### src/rtl/vga_pkg.sv
// Shared definitions for the VGA mode sequencer: mode codes, counter width
// and the sequencer FSM state type.
package vga_pkg;

  localparam int unsigned MODE_MENU     = 0;
  localparam int unsigned MODE_REACTION = 1;
  localparam int unsigned MODE_CHIMP    = 2;

  // Blank-frame counter width; BLANK_FRAMES is limited to 255 so it never wraps.
  localparam int unsigned COUNT_W = 8;

  typedef enum logic [1:0] {
    ST_STABLE   = 2'd0,
    ST_PENDING  = 2'd1,
    ST_BLANKING = 2'd2
  } state_e;

endpackage

### src/rtl/mode_onehot_dec.sv
// Combinational mode-code to one-hot decoder; out-of-range codes give all-zero.
module mode_onehot_dec #(
  parameter int unsigned NUM_MODES = 3,
  parameter int unsigned MODE_W    = 2
) (
  input  logic [MODE_W-1:0]    code,
  output logic [NUM_MODES-1:0] onehot
);

  // One bit per legal code; at most one can match.
  always_comb begin
    onehot = '0;
    for (int unsigned i = 0; i < NUM_MODES; i++) begin
      if (code == MODE_W'(i)) onehot[i] = 1'b1;
    end
  end

endmodule

### src/rtl/vga_mode_sequencer.sv
// VGA screen-enable sequencer: defers mode changes to a frame boundary and
// inserts BLANK_FRAMES full black frames between the old and new screen.
module vga_mode_sequencer
  import vga_pkg::*;
#(
  parameter int unsigned NUM_MODES    = 3,
  parameter int unsigned MODE_W       = 2,
  parameter int unsigned BLANK_FRAMES = 2,
  parameter int unsigned DEFAULT_MODE = MODE_MENU
) (
  input  logic                 clk,
  input  logic                 reset,
  input  logic [MODE_W-1:0]    iGameMode,
  input  logic                 iFrameStart,
  output logic [NUM_MODES-1:0] oEnable,
  output logic                 oBlank,
  output logic [MODE_W-1:0]    oActiveMode,
  output logic                 oSwitchDone
);

  localparam logic [MODE_W-1:0]    DEF_CODE   = MODE_W'(DEFAULT_MODE);
  localparam logic [NUM_MODES-1:0] DEF_ONEHOT = NUM_MODES'(1) << DEFAULT_MODE;
  localparam logic [COUNT_W-1:0]   LAST_CNT   = COUNT_W'(BLANK_FRAMES - 1);

  state_e               state_q,  state_d;
  logic [MODE_W-1:0]    target_q, target_d;
  logic [COUNT_W-1:0]   count_q,  count_d;
  logic [MODE_W-1:0]    active_q, active_d;
  logic [NUM_MODES-1:0] enable_q, enable_d;
  logic                 blank_q,  blank_d;
  logic                 done_q,   done_d;

  logic [NUM_MODES-1:0] target_onehot;
  logic                 mode_differs;
  logic                 last_frame;

  mode_onehot_dec #(
    .NUM_MODES (NUM_MODES),
    .MODE_W    (MODE_W)
  ) u_dec (
    .code   (target_q),
    .onehot (target_onehot)
  );

  assign mode_differs = (iGameMode != active_q);
  assign last_frame   = iFrameStart && (count_q == LAST_CNT);

  // State and output registers with synchronous reset to the default mode.
  always_ff @(posedge clk) begin
    if (reset) begin
      state_q  <= ST_STABLE;
      target_q <= DEF_CODE;
      count_q  <= '0;
      active_q <= DEF_CODE;
      enable_q <= DEF_ONEHOT;
      blank_q  <= 1'b0;
      done_q   <= 1'b0;
    end else begin
      state_q  <= state_d;
      target_q <= target_d;
      count_q  <= count_d;
      active_q <= active_d;
      enable_q <= enable_d;
      blank_q  <= blank_d;
      done_q   <= done_d;
    end
  end

  // Next-state: a cancel in PENDING beats a coincident frame pulse.
  always_comb begin
    state_d = state_q;
    unique case (state_q)
      ST_STABLE:   if (mode_differs) state_d = ST_PENDING;
      ST_PENDING: begin
        if (!mode_differs)    state_d = ST_STABLE;
        else if (iFrameStart) state_d = ST_BLANKING;
      end
      ST_BLANKING: if (last_frame) state_d = ST_STABLE;
      default:     state_d = ST_STABLE;
    endcase
  end

  // Next values of target, blank counter and the registered outputs.
  always_comb begin
    target_d = target_q;
    count_d  = count_q;
    active_d = active_q;
    enable_d = enable_q;
    blank_d  = blank_q;
    done_d   = 1'b0;
    unique case (state_q)
      ST_STABLE: if (mode_differs) target_d = iGameMode;
      ST_PENDING: begin
        target_d = iGameMode;
        if (mode_differs && iFrameStart) begin
          enable_d = '0;
          blank_d  = 1'b1;
          count_d  = '0;
        end
      end
      ST_BLANKING: begin
        target_d = iGameMode;
        if (last_frame) begin
          active_d = target_q;
          enable_d = target_onehot;
          blank_d  = (target_onehot == '0);
          done_d   = 1'b1;
          count_d  = '0;
        end else if (iFrameStart) begin
          count_d = count_q + COUNT_W'(1);
        end
      end
      default: ;
    endcase
  end

  assign oEnable     = enable_q;
  assign oBlank      = blank_q;
  assign oActiveMode = active_q;
  assign oSwitchDone = done_q;

endmodule
### config.mk
export PLATFORM = sky130hd
export DESIGN_NAME = vga_mode_sequencer
export DESIGN_NICKNAME = d
export VERILOG_FILES = /design/src/rtl/vga_pkg.sv /design/src/rtl/mode_onehot_dec.sv /design/src/rtl/vga_mode_sequencer.sv
export SDC_FILE = /design/constraint.sdc
export NUM_CORES = 1
export LEC_CHECK = 0
export ABC_CLOCK_PERIOD_IN_PS = 1600
export BUFFER_PORTS_ARGS = -buffer_cell sky130_fd_sc_hd__buf_2
export CAP_MARGIN = 20
export CORE_MARGIN = 3
export CORE_UTILIZATION = 45
export DETAILED_ROUTE_END_ITERATION = 10
export PLACE_DENSITY = 0.73
export SLEW_MARGIN = 20
export SYNTH_ARGS = -nofsm -noshare
export SYNTH_HDL_FRONTEND = slang
export SYNTH_SLANG_ARGS = --single-unit
### constraint.sdc
create_clock -name clk -period 1.6 [get_ports clk]
set_input_delay 0 -clock clk [delete_from_list [all_inputs] [get_ports clk]]
set_output_delay 0 -clock clk [all_outputs]
set_load 0.05 [all_outputs]
==> run_results.csv, run 1 <==
group,metric,value,unit
drt,wirelength,1.90,mm
setup_path,cp-end-kind,"register",
cells_and_area,fin_area,0.00118,mm²
sta,setup_ws,44.5,ps
clocking,root_buffer,"clkbuf_4",
place,dp_hpwl,1.37,mm
power_and_ir_drop,power_density,740,mW/mm²
drt,num_vias,806,
yosys,syn_inst,104,
sta,timing.final.max_slew_violations,0,
cells_and_area,drive_gt1_share,35.9,%
setup_path,cp_num_buf_inv,1,
yosys,synthDistinctLibCells,37,
drt,drtIter0Drc,4,
sta,rsz0062_at_grt,"true",
setup_path,crit_cells,6,
job,drv_cap,0,
drt,drc_errors,0,
yosys,yosysWarningCount,0,
yosys,synthTopCellsByCount,"dfxtp_1, nor2_1, a21oi_1",
hold_path,min_delay_path_depth,2,
global_route,grt_max_degree,12,
clocking,cts_tree,"built",
sta,finalSetupViolCount,0,
cells_and_area,post-route-util,64.0,%
power_and_ir_drop,peakVddDrop,0.674,mV
cells_and_area,layout.nets,136,
yosys,yosysMostFrequentCell,"dfxtp_1",
global_route,grt_pass1_vias,740,
global_route,gr-total-overflow,0,
setup_path,worst_path_largest_cell_delay,350,ps
place,pre_cts_ws,-18.5,ps
place,dpl_cell_area,0.00109,mm²
floorplanning,die_x,51.8,µm
hold_path,hold_class,"primary input to register",
setup_path,crit_arrival,1790,ps
setup_path,path_delay_family,"simple AND/OR/NAND/NOR gates",
drt,first_pass_iters,4,
setup_path,reg2reg_depth,6,
yosys,synth-edff-count,0,
cells_and_area,area_growth,25.0,%
yosys,synthTopCellsByArea,"dfxtp_1, xnor2_1, nor2_1",
sta,tightest_slew,303,ps
setup_path,crit_path_start_kind,"register",
power_and_ir_drop,p_leak,0.464,nW
drt,drt-wirelength-per-cell,12.4,µm
floorplanning,num_rows,15,
yosys,avgSynthCellArea,9.06,µm²
floorplanning,core,0.00184,mm²
global_route,grt_pass1_wl,3.41,mm
floorplanning,initial_core_util,51.2,%
setup_path,critical_path_class,"register to register",
yosys,yosys.area.top_type,"dfxtp_1",
yosys,syn_nets,111,
clocking,clock_latency,290,ps
floorplanning,pin_count,12,
setup_path,path_cells,"nor4_4 -> nand4_2 -> nor3b_4 -> buf_4 -> a32oi_1 -> nor2_1",
sta,max_freq,643,MHz
sta,post-route-period-util,97.2,%
clocking,htree_levels,1,
drt,viasPerCell,5.27,
setup_path,required,1840,ps
clocking,clkSinkCount,19,
floorplanning,die_y,51.8,µm
clocking,numCtsBuffers,3,
power_and_ir_drop,power,0.000871,W
sta,min_period,1560,ps
setup_path,critPathSlowestCell,"dfxtp_2",
drt,antenna_left,0,
run_status,status,"complete, no violations",
global_route,grt_util_all_layers,16.7,%
clocking,cts_buffer_depth,2,
yosys,synth_seq_cells,19,
clocking,clk_pin_slew,120,ps
yosys,async_flop_share,0,%
sta,skew,3.69,ps
yosys,yosysSeqAreaShare,40.4,%
setup_path,worstPathMaxFanout,5,
cells_and_area,antenna_cells,0,
sta,hold_viol,0,
global_route,antenna_found_initial,0,
place,portBuffers,11,
sta,slew_headroom,79.8,%
place,gp_congestion,0.782,
yosys,synth_top_area_share,40.4,%
yosys,synth_top_flop_cell,"dfxtp_1",
floorplanning,dieArea,0.00268,mm²
yosys,syn_area,942,µm²
-- worst register-to-register path: stages (launching register included) --
cell,delay [ps]
dfxtp_2,350
nor4_4,270
nand4_2,180
nor3b_4,330
buf_4,180
a32oi_1,90
nor2_1,100
-- layer usage --
| layer | vias up | global-route usage [%] | part of all wire, % |
|---|---|---|---|
| li1 | 416 | - | - |
| met1 | 378 | 24.1 | 51 |
| met2 | 10 | 25.2 | 45 |
| met3 | 2 | 2.58 | 3.0 |
| met4 | 0 | 5.24 | 0.89 |
| met5 | - | 0 | 0 |
-- final cells by class --
class                   count  area, µm²
clock buffers               3       22.5
clock inverters             1       5.00
fillers                   176        662
inverters                   4       15.0
multi-input cells          77        558
flip-flops and latches     19        390
well taps                  25       31.3
repair buffers             24        155
-- report_power, final --
group | internal (W) | leakage [nW] | switching (W)
Clock | 0.0000928 | 0.0177 | 0.000153
Sequential | 0.000484 | 0.157 | 0.0000184
Combinational | 0.0000557 | 0.289 | 0.0000677
-- path summary, 6_finish.rpt --
check	endpoint	slack, ps	start
worst min register to register	oEnable[0]	500	oEnable[0]
worst min-delay path	oEnable[1]	1	reset
worst max register to register	oEnable[1]	40	count_q[2]
worst max-delay path	oEnable[1]	40	count_q[2]
-- sequential cells by signal, summed over array words and instances, names as in the netlist --
signal       count
count_q          8
oActiveMode      2
oBlank           1
oEnable          3
oSwitchDone      1
state_q          2
target_q         2
-- through the flow --
step / TNS (ps) / std cells / hold slack [ps]
after floorplan: 0 / 104 / 109
after global placement: 0 / 146 / 304
after detailed placement: -18.5 / 146 / 302
after CTS: 0 / 153 / 10.0
after global routing: -122 / 153 / 12.2
final: 0 / 153 / 1.31
-- cells in the final DEF (no fill, tap or decap), drive strengths merged, types with 3 or more instances in the layout --
cell    synthesis  routed
clkbuf          1       3
buf             3      23
mux2i           4       4
nor2           16      16
nand2           8       8
a21oi           9       9
nand3           3       3
dfxtp          19      19
xnor2           7       7
inv             4       4
-- logic make-up (layout without fill, tap and decap cells) --
kind of cell,Yosys count,after routing,synth area share (%)
and+or+nand+nor,41,41,24.4
AOI/OAI and AO/OA,20,20,13.9
DFF,19,19,40.4
xor gates and xnor gates,8,8,7.44
buffers and inverters,8,32,4.51
muxes,6,6,6.64
adders and majority gates,2,2,2.66
-- repair_timing --
item | CTS | global route
gates resized for setup | 0 | 8
hold buffers | 1 | 0
pin swaps | 1 | 2
endpoints found under the hold margin | 1 | 0
setup endpoints to repair | 1 | 12
setup buffers | 2 | 0
No activity file was read; power rests on OpenSTA's default activity.
==> inputs of run 2 (changes only) <==
--- a/config.mk
+++ b/config.mk
@@ -12,7 +12,9 @@
 export CORE_UTILIZATION = 45
 export DETAILED_ROUTE_END_ITERATION = 10
 export PLACE_DENSITY = 0.73
+export RECOVER_POWER = 25
 export SLEW_MARGIN = 20
 export SYNTH_ARGS = -nofsm -noshare
 export SYNTH_HDL_FRONTEND = slang
+export SYNTH_HIERARCHICAL = 1
 export SYNTH_SLANG_ARGS = --single-unit
==> constraint.sdc (replaced) <==
create_clock -name clk -period 1.6 [get_ports clk]
set_input_delay 0.08 -clock clk [delete_from_list [all_inputs] [get_ports clk]]
set_output_delay 0.08 -clock clk [all_outputs]
set_load 0.05 [all_outputs]
==> run_results.csv, run 2 <==
group,metric,value,unit
run_status,status,"complete, no violations",
power_and_ir_drop,seqPwrFrac,57.1,%
yosys,synth_top_area_share,36.8,%
setup_path,critical_path_class,"register to register",
sta,max_freq,645,MHz
yosys,avgSynthCellArea,8.90,µm²
place,pre_cts_ws,54.2,ps
global_route,grt_util_all_layers,18.3,%
place,dp_hpwl,1.69,mm
place,gp_congestion,0.860,
yosys,yosysSeqAreaShare,36.8,%
yosys,synthTopCellsByArea,"dfxtp_1, a21oi_1, mux2i_1",
cells_and_area,drive_gt1_share,29.0,%
cells_and_area,final_cell_mix,"dfxtp_1, buf_4, nor2_1",
sta,timing.final.max_slew_violations,0,
cells_and_area,post-route-util,60.1,%
clocking,clk_pin_slew,110,ps
yosys,yosysWarningCount,6,
drt,drtIter0Drc,13,
yosys,synth_top_flop_cell,"dfxtp_1",
power_and_ir_drop,p_clk_share,28.7,%
drt,num_vias,879,
global_route,grt_pass1_vias,834,
place,portBuffers,11,
global_route,grt_pass1_wl,3.78,mm
global_route,gr-total-overflow,0,
power_and_ir_drop,peakVddDrop,0.911,mV
job,drv_cap,0,
sta,tightest_slew,599,ps
cells_and_area,layout.nets,146,
sta,hold_viol,0,
yosys,yosysMostFrequentCell,"dfxtp_1",
clocking,htree_levels,1,
power_and_ir_drop,p_sw,0.000232,W
floorplanning,die_x,53.9,µm
hold_path,hold_class,"primary input to register",
sta,slew_headroom,60.3,%
sta,min_period,1550,ps
clocking,numCtsBuffers,3,
place,dpl_cell_area,0.00117,mm²
power_and_ir_drop,power_density,698,mW/mm²
yosys,yosys.area.top_type,"dfxtp_1",
power_and_ir_drop,pwr-share-comb,14.2,%
cells_and_area,antenna_cells,0,
drt,drt-wirelength-per-cell,13.4,µm
drt,drc_errors,0,
sta,post-route-period-util,96.9,%
drt,wirelength,2.22,mm
power_and_ir_drop,p_int,0.000633,W
power_and_ir_drop,swShare,26.8,%
clocking,clkSinkCount,19,
global_route,grt_max_degree,20,
setup_path,cp-end-kind,"register",
clocking,cts_buffer_depth,2,
cells_and_area,largest_register_ffs,8,
setup_path,crit_arrival,1770,ps
yosys,syn_area,0.00103,mm²
cells_and_area,top_register,"count_q",
floorplanning,initial_core_util,50.1,%
sta,finalSetupViolCount,0,
clocking,clock_latency,290,ps
yosys,synthDistinctLibCells,38,
sta,skew,0.828,ps
drt,viasPerCell,5.33,
yosys,syn_inst,116,
floorplanning,dieArea,0.00290,mm²
clocking,hold_buffers,0,
clocking,cts_tree,"built",
sta,setup_ws,49.5,ps
drt,first_pass_iters,6,
yosys,async_flop_share,0,%
power_and_ir_drop,p_leak,0.450,nW
yosys,synth_seq_cells,19,
floorplanning,pin_count,12,
cells_and_area,fin_area,0.00124,mm²
floorplanning,die_y,53.9,µm
setup_path,worstPathMaxFanout,6,
drt,antenna_left,0,
yosys,synth-edff-count,0,
yosys,syn_nets,123,
global_route,antenna_found_initial,0,
floorplanning,num_rows,16,
setup_path,required,1820,ps
yosys,synthTopCellsByCount,"dfxtp_1, a21oi_1, nor2_1",
sta,tns,0,ps
cells_and_area,area_growth,20.1,%
setup_path,crit_path_start_kind,"register",
cells_and_area,final_common_cell,"dfxtp_1",
floorplanning,core,0.00206,mm²
clocking,root_buffer,"clkbuf_4",
[run 2: cell types whose count changed after synthesis, sizes merged, moves of 2 or more]
| cell | delta |
|---|---|
| nor2 | -6 |
| nand3 | +7 |
| nand4b | +4 |
| nor2b | +2 |
| nand3b | +2 |
| xnor2 | -5 |
| a21oi | +2 |
| or3b | +2 |
| nor3 | +2 |
| a21o | +2 |
[run 2: timing repair]
item / 4_1_cts / 5_1_grt
endpoints found under the hold margin: 0 / 0
setup buffers: 0 / 3
endpoints found under the setup margin: 0 / 8
resized for setup: 0 / 8
[run 2: cell type report]
| cell class | instances | area (µm²) |
|---|---|---|
| Fill cell | 184 | 822 |
| Multi-Input combinational cell | 89 | 641 |
| Sequential cell | 19 | 389 |
| Timing Repair Buffer | 23 | 139 |
| Tap cell | 27 | 33.8 |
| Clock buffer | 4 | 26.3 |
| Inverter | 3 | 11.3 |
[run 2: kinds of logic after synthesis]
logic type               synth area share [%]
XOR/XNOR                                 1.70
flip-flops                               36.8
AND/OR/NAND/NOR                          32.8
AO/OA/AOI/OAI                            16.4
buffers and inverters                    3.88
adder cells (fa/ha/maj)                  2.42
multiplexers                             5.94
[run 2: worst paths after layout]
| check | from | depth (start not counted) | end | slack [ps] |
|---|---|---|---|---|
| min reg2reg | oBlank | 2 | oBlank | 480 |
| max | oActiveMode[0] | 5 | count_q[2] | 50 |
| max reg2reg | oActiveMode[0] | 5 | count_q[2] | 50 |
| min | iGameMode[1] | 3 | target_q[1] | 70 |
[run 2: per-stage QoR]
stage	std cells	hold slack, ps	power [W]
5_1_grt	165	86.3	0.000911
2_1_floorplan	116	237	0.000586
3_5_place_dp	158	376	0.000623
3_3_place_gp	158	362	0.000619
6_report	165	71.5	0.000866
4_1_cts	162	55.3	0.000866
[run 2: power groups by stage]
| stage | logic, W | registers [W] | clock network [W] |
|---|---|---|---|
| 2_1_floorplan | 0.0000696 | 0.000516 | 0 |
| 3_3_place_gp | 0.000116 | 0.000503 | 0 |
| 3_5_place_dp | 0.000118 | 0.000505 | 0 |
| 4_1_cts | 0.000118 | 0.000494 | 0.000254 |
| 5_1_grt | 0.000136 | 0.000497 | 0.000278 |
| 6_report | 0.000123 | 0.000494 | 0.000248 |
[run 2: critical path, cell delays in order (launching register included)]
cell and delay (ps):
dfxtp_4 370, xnor2_2 150, a211o_2 410, buf_4 150, mux2_2 260, a21oi_1 140
[run 2: routing by layer]
layer | GRT usage [%] | share of wire [%]
met5 | 0 | 0
met1 | 23.1 | 45
met3 | 3.32 | 2.7
met2 | 32.3 | 51
met4 | 3.83 | 0.63
